$ cat src/rtl/uart_tx.sv
`timescale 1ns/1ps
// ---------------------------------------------------------------------------
// uart_tx -- fixed-baud UART transmitter.
//
// Serialises one PAYLOAD_BITS-wide word per accepted request as
//   start bit (0), data LSB first, [even parity], STOP_BITS stop bits (1).
// Bit timing matches the companion fixed-baud receiver, so a looped-back pin
// reproduces the transmitted word.
//
// Optional feature macro: UART_TX_PARITY_EN
//   defined   -> an even-parity bit is inserted after the last data bit
//   undefined -> no parity state or parity logic
//
// Parameters:
//   CYCLES_PER_BIT  clk cycles per serial bit period (>= 2)
//   PAYLOAD_BITS    data bits per frame
//   STOP_BITS       stop bits per frame (1 or 2)
//   COUNT_REG_LEN   cycle counter width; must hold CYCLES_PER_BIT-1
//
// Ports:
//   clk           in   system clock, all logic on the rising edge
//   resetn        in   synchronous active-low reset
//   uart_tx_en    in   send request, qualifies uart_tx_data
//   uart_tx_data  in   word to transmit, sampled only when accepted
//   uart_tx_busy  out  high while a frame is in progress (requests ignored)
//   uart_txd      out  registered UART transmit pin, idles high
// ---------------------------------------------------------------------------
module uart_tx #(
  parameter int CYCLES_PER_BIT = 5000,
  parameter int PAYLOAD_BITS   = 8,
  parameter int STOP_BITS      = 1,
  parameter int COUNT_REG_LEN  = 14
) (
  input  logic                    clk,
  input  logic                    resetn,
  input  logic                    uart_tx_en,
  input  logic [PAYLOAD_BITS-1:0] uart_tx_data,
  output logic                    uart_tx_busy,
  output logic                    uart_txd
);

  localparam int BIT_CNT_LEN = (PAYLOAD_BITS > 1) ? $clog2(PAYLOAD_BITS) : 1;
  localparam logic [COUNT_REG_LEN-1:0] LAST_CYCLE = COUNT_REG_LEN'(CYCLES_PER_BIT - 1);
  localparam logic [BIT_CNT_LEN-1:0]   LAST_BIT   = BIT_CNT_LEN'(PAYLOAD_BITS - 1);
  localparam logic                     LAST_STOP  = 1'(STOP_BITS - 1);

  typedef enum logic [2:0] {
    IDLE,
    START,
    SEND,
`ifdef UART_TX_PARITY_EN
    PARITY,
`endif
    STOP
  } state_t;

  state_t                  state;
  logic [COUNT_REG_LEN-1:0] cycle_count;
  logic [BIT_CNT_LEN-1:0]   bit_count;
  logic                     stop_count;
  logic [PAYLOAD_BITS-1:0]  shift_reg;
  logic [PAYLOAD_BITS-1:0]  shift_next;
  logic                     next_bit;
`ifdef UART_TX_PARITY_EN
  logic                     parity_bit;
`endif

  // next_bit marks the last cycle of the current bit period; the pin is only
  // ever updated on that cycle (or on acceptance), so it never glitches.
  always_comb begin
    next_bit   = (cycle_count == LAST_CYCLE);
    shift_next = shift_reg >> 1;
  end

  // Single-process FSM: state, counters and both outputs are registered
  // together so busy always tracks (state != IDLE) exactly.
  always_ff @(posedge clk) begin
    if (!resetn) begin
      state        <= IDLE;
      cycle_count  <= '0;
      bit_count    <= '0;
      stop_count   <= 1'b0;
      shift_reg    <= '0;
`ifdef UART_TX_PARITY_EN
      parity_bit   <= 1'b0;
`endif
      uart_txd     <= 1'b1;
      uart_tx_busy <= 1'b0;
    end else begin
      // Cycle counter runs in every non-IDLE state and wraps per bit period.
      if (state == IDLE || next_bit) begin
        cycle_count <= '0;
      end else begin
        cycle_count <= cycle_count + 1'b1;
      end

      case (state)
        IDLE: begin
          uart_txd     <= 1'b1;
          uart_tx_busy <= 1'b0;
          bit_count    <= '0;
          stop_count   <= 1'b0;
          if (uart_tx_en) begin
            shift_reg    <= uart_tx_data;
`ifdef UART_TX_PARITY_EN
            parity_bit   <= ^uart_tx_data;
`endif
            state        <= START;
            uart_txd     <= 1'b0;
            uart_tx_busy <= 1'b1;
          end
        end

        START: begin
          if (next_bit) begin
            state    <= SEND;
            uart_txd <= shift_reg[0];
          end
        end

        // The pin is loaded one bit ahead from shift_next, so the register
        // shift and the pin change land on the same bit boundary.
        SEND: begin
          if (next_bit) begin
            shift_reg <= shift_next;
            if (bit_count == LAST_BIT) begin
`ifdef UART_TX_PARITY_EN
              state    <= PARITY;
              uart_txd <= parity_bit;
`else
              state    <= STOP;
              uart_txd <= 1'b1;
`endif
            end else begin
              bit_count <= bit_count + 1'b1;
              uart_txd  <= shift_next[0];
            end
          end
        end

`ifdef UART_TX_PARITY_EN
        PARITY: begin
          if (next_bit) begin
            state    <= STOP;
            uart_txd <= 1'b1;
          end
        end
`endif

        STOP: begin
          uart_txd <= 1'b1;
          if (next_bit) begin
            if (stop_count == LAST_STOP) begin
              state        <= IDLE;
              uart_tx_busy <= 1'b0;
            end else begin
              stop_count <= 1'b1;
            end
          end
        end

        default: begin
          state        <= IDLE;
          uart_txd     <= 1'b1;
          uart_tx_busy <= 1'b0;
        end
      endcase
    end
  end

endmodule

$ cat config.mk
export PLATFORM = sky130hd
export DESIGN_NAME = uart_tx
export DESIGN_NICKNAME = d
export VERILOG_FILES = /design/src/rtl/uart_tx.sv
export SDC_FILE = /design/constraint.sdc
export NUM_CORES = 1
export LEC_CHECK = 0
export ABC_AREA = 0
export CORE_MARGIN = 3
export CORE_UTILIZATION = 50
export CTS_CLUSTER_SIZE = 16
export DETAILED_ROUTE_END_ITERATION = 8
export GPL_TIMING_DRIVEN = 0
export PLACE_DENSITY = 0.71
export SLEW_MARGIN = 30
export SYNTH_ARGS = -nofsm -noshare
export SYNTH_HDL_FRONTEND = slang
export SYNTH_SLANG_ARGS = --single-unit
$ cat constraint.sdc
create_clock -name clk -period 1.95 [get_ports clk]
set_input_delay 0.195 -clock clk [delete_from_list [all_inputs] [get_ports clk]]
set_output_delay 0.195 -clock clk [all_outputs]
set_load 0.005 [all_outputs]
==> key figures <==
Outcome
  • Status: finished clean

Finish
  • Fin cells: 207
  • Antenna diodes: 0
  • Multi-input gate area: 858 um^2
  • Filler cells: between 200 and 250
  • Final core utilization: 0.608
  • Area delta synth->final: 13.5%
  • Number of flip-flops in the largest register: 14
  • Proportion of layout cells with a drive suffix above 1: 0.0966
  • Fin area: 0.00172 mm^2
  • Sequential cell area: about 600 um^2
  • Most common cell after layout, fill and taps aside: dfxtp_1
  • Most frequent cells in the layout: 30 x dfxtp_1, 17 x nand2_1, 17 x nor2_1
  • Final Net Count: about 200

Synthesis
  • Largest cells by area after synthesis: dfxtp_1 40%, mux2i_1 8.6%, ha_1 6.6%
  • Warnings, synthesis: 0
  • Post-synthesis register bit count: 30
  • Syn Nets: ~180
  • Largest area contributor in the netlist: dfxtp_1
  • Synth top area share: 0.396
  • Cells after Synth: around 160
  • Post-synthesis sequential area ratio: 0.396
  • Distinct cells, synth: 34
  • Mean Syn Cell Area: between 9 and 10 um^2
  • Cell Area, Synth: between 0.0015 and 0.002 mm^2

Timing
  • RSZ-0062 raised after global routing: false
  • Setup violations, final: 0
  • Clock Skew: 0.00313 ns
  • Final Hold Fails: 0
  • Crit path time final: around 1.7 ns
  • Hold Slack: between 0.4 and 0.5 ns
  • Slew @ Worst Pin: 0.439 ns
  • Fmax: 0.580 GHz
  • Fin Setup TNS: 0 ns
  • Max-slew violations: 0
  • Final period util: 0.884
  • Worst Slack Setup Final: 0.226 ns
  • Max-slew headroom: 0.708

Drt
  • Drt initial violations: 30
  • Antenna viol nets, final: 0
  • Vias: ~1,100
  • # DRC: 0
  • Pre-antenna DRT Iters: 5
  • Wirelength per Cell: about 12 um
  • Vias/cell: around 5.2
  • DRT Wirelength: approximately 2.5 mm

Die
  • Core area: about 0.0028 mm^2
  • Starting Density: 0.536
  • Die H: approximately 60 um
  • Die width: 61.1 um
  • Die Area: roughly 0.0037 mm^2
  • IO Pins: 13
  • Row Count: 19

Min path
  • HP Class: reg2reg
  • Hold Crit Depth: 1

Power and ir drop
  • P_int: 1.26 mW
  • Switching Share: 0.357
  • Clock network fraction of design power: 0.168
  • Leakage power: between 0.7 and 0.8 nW
  • Pwr/cell area: between 1000 and 1500 mW/mm^2
  • Gate power share: 0.419
  • Final Power: 1.96 mW
  • Psw: 702 uW
  • Seq pwr share: 0.413
  • Maximum vdd ir drop: 0.900 mV

Setup path
  • Crit Path Max Fanout: 10
  • Required @ worst endpoint: about 2.2 ns
  • CP arrival: just under 2 ns
  • Setup CP Type: reg2reg
  • Crit. End Element: flip-flop
  • Worst reg-to-reg path cell count: 7
  • Reg2reg setup slack: ~0.23 ns
  • Setup crit start kind: flip-flop

Clocking
  • Clk_lat worst skew: 0.32 ns
  • Hold-fix buffers at CTS: 0
  • Post-CTS setup buffer count: 0
  • Clk slew on worst S/H paths: approximately 0.08 ns
  • Num CTS Buffers: 5
  • Num Clock Sinks: 30
  • CTS H-tree depth: 2
  • Post-CTS Resized: 0
  • CTS tree: built
  • Clk buf depth: 2
  • Clock root buffer: clkbuf_4

Placed design
  • Gpl congestion: 0.824
  • Inst Count DP: 200
  • Hpwl dp: around 1.9 mm
  • Place WS: roughly 0.23 ns
  • PortBufs: 12
  • Cell Area, Placed: about 0.0017 mm^2

Global route
  • Antenna violations before repair: 0
  • First-pass GRT wire length: 4.41 mm
  • Tot GR Track Use: 0.160
  • Vias in the first global route: ~1,100
  • Pin count of the biggest net entering global routing: 11
  • Total grt overflow: 0

Flow run
  • Max-Cap Viols: 0
-- worst max-delay path, cell delays in order, from the launching register on --
cell,delay [ns]
dfxtp_1,0.41
inv_1,0.08
ha_1,0.19
buf_2,0.17
o21ai_0,0.31
a21oi_4,0.09
buf_6,0.16
o211a_1,0.21
-- path summary, 6_finish.rpt --
path	from	to
setup / recovery	state[0]	shift_reg[6]
setup reg to reg	state[0]	shift_reg[6]
hold / removal	stop_count	stop_count
hold reg to reg	stop_count	stop_count
-- synthesized netlist by cell type --
| library cell | instances |
|---|---|
| nor4_1 | 1 |
| a21boi_1 | 1 |
| a21oi_1 | 1 |
| nand3_1 | 5 |
| nand4_1 | 2 |
| nand4_4 | 1 |
| nor4_2 | 1 |
| clkbuf_1 | 2 |
| inv_1 | 6 |
| dfxtp_1 | 30 |
| buf_2 | 3 |
| o21ai_0 | 4 |
| buf_6 | 1 |
| nor3_1 | 1 |
| nor3b_2 | 1 |
| a21oi_4 | 1 |
| o211a_1 | 8 |
| and4_1 | 1 |
| o22ai_2 | 1 |
| nor2_1 | 17 |
| nand2_1 | 17 |
| nor2_2 | 1 |
| ha_1 | 8 |
| and2_1 | 3 |
| nand3b_1 | 1 |
| nand2b_1 | 3 |
| xnor2_1 | 8 |
| nor4_4 | 1 |
| nor4b_4 | 1 |
| nor2b_1 | 5 |
| o21ai_1 | 2 |
| mux2i_1 | 13 |
| xor2_1 | 4 |
| and3_1 | 2 |
-- cell families (layout without fill, tap and decap cells) --
group	count (synthesis)	count (layout)	share of synthesized area
adder cells (fa/ha/maj)	8	8	0.0661
XOR/XNOR	12	12	0.0694
buffers and inverters	12	31	0.0372
AO/OA/AOI/OAI	18	18	0.0999
flip-flops	30	30	0.396
AND/OR/NAND/NOR	64	64	0.245
multiplexers	13	13	0.0859
-- metal layers --
layer / vias to the layer above / GRT usage / wire length, um
li1: 571 / - / -
met1: 490 / 0.195 / 1200
met2: 18 / 0.260 / 1140
met3: 7 / 0.0377 / 110
met4: 0 / 0.0898 / 61
met5: - / 0 / 0
-- power groups by stage --
| stage | combinational, mW | sequential (mW) | clock, mW |
|---|---|---|---|
| 6_report | 0.824 | 0.811 | 0.329 |
| 5_1_grt | 0.926 | 0.826 | 0.369 |
| 4_1_cts | 0.835 | 0.813 | 0.350 |
| 3_5_place_dp | 0.829 | 0.826 | 0 |
| 3_3_place_gp | 0.801 | 0.820 | 0 |
| 2_1_floorplan | 0.648 | 0.809 | 0 |
-- layout make-up --
| class | count | share of cell area |
|---|---|---|
| buffer | 6 | 0.0197 |
| clock buffer | 7 | 0.0262 |
| inverter | 6 | 0.0131 |
| multi-input combinational | 115 | 0.499 |
| sequential | 30 | 0.349 |
| tap | 31 | 0.0226 |
| timing repair buffer | 12 | 0.0699 |
(Power assumes the default switching activity.)
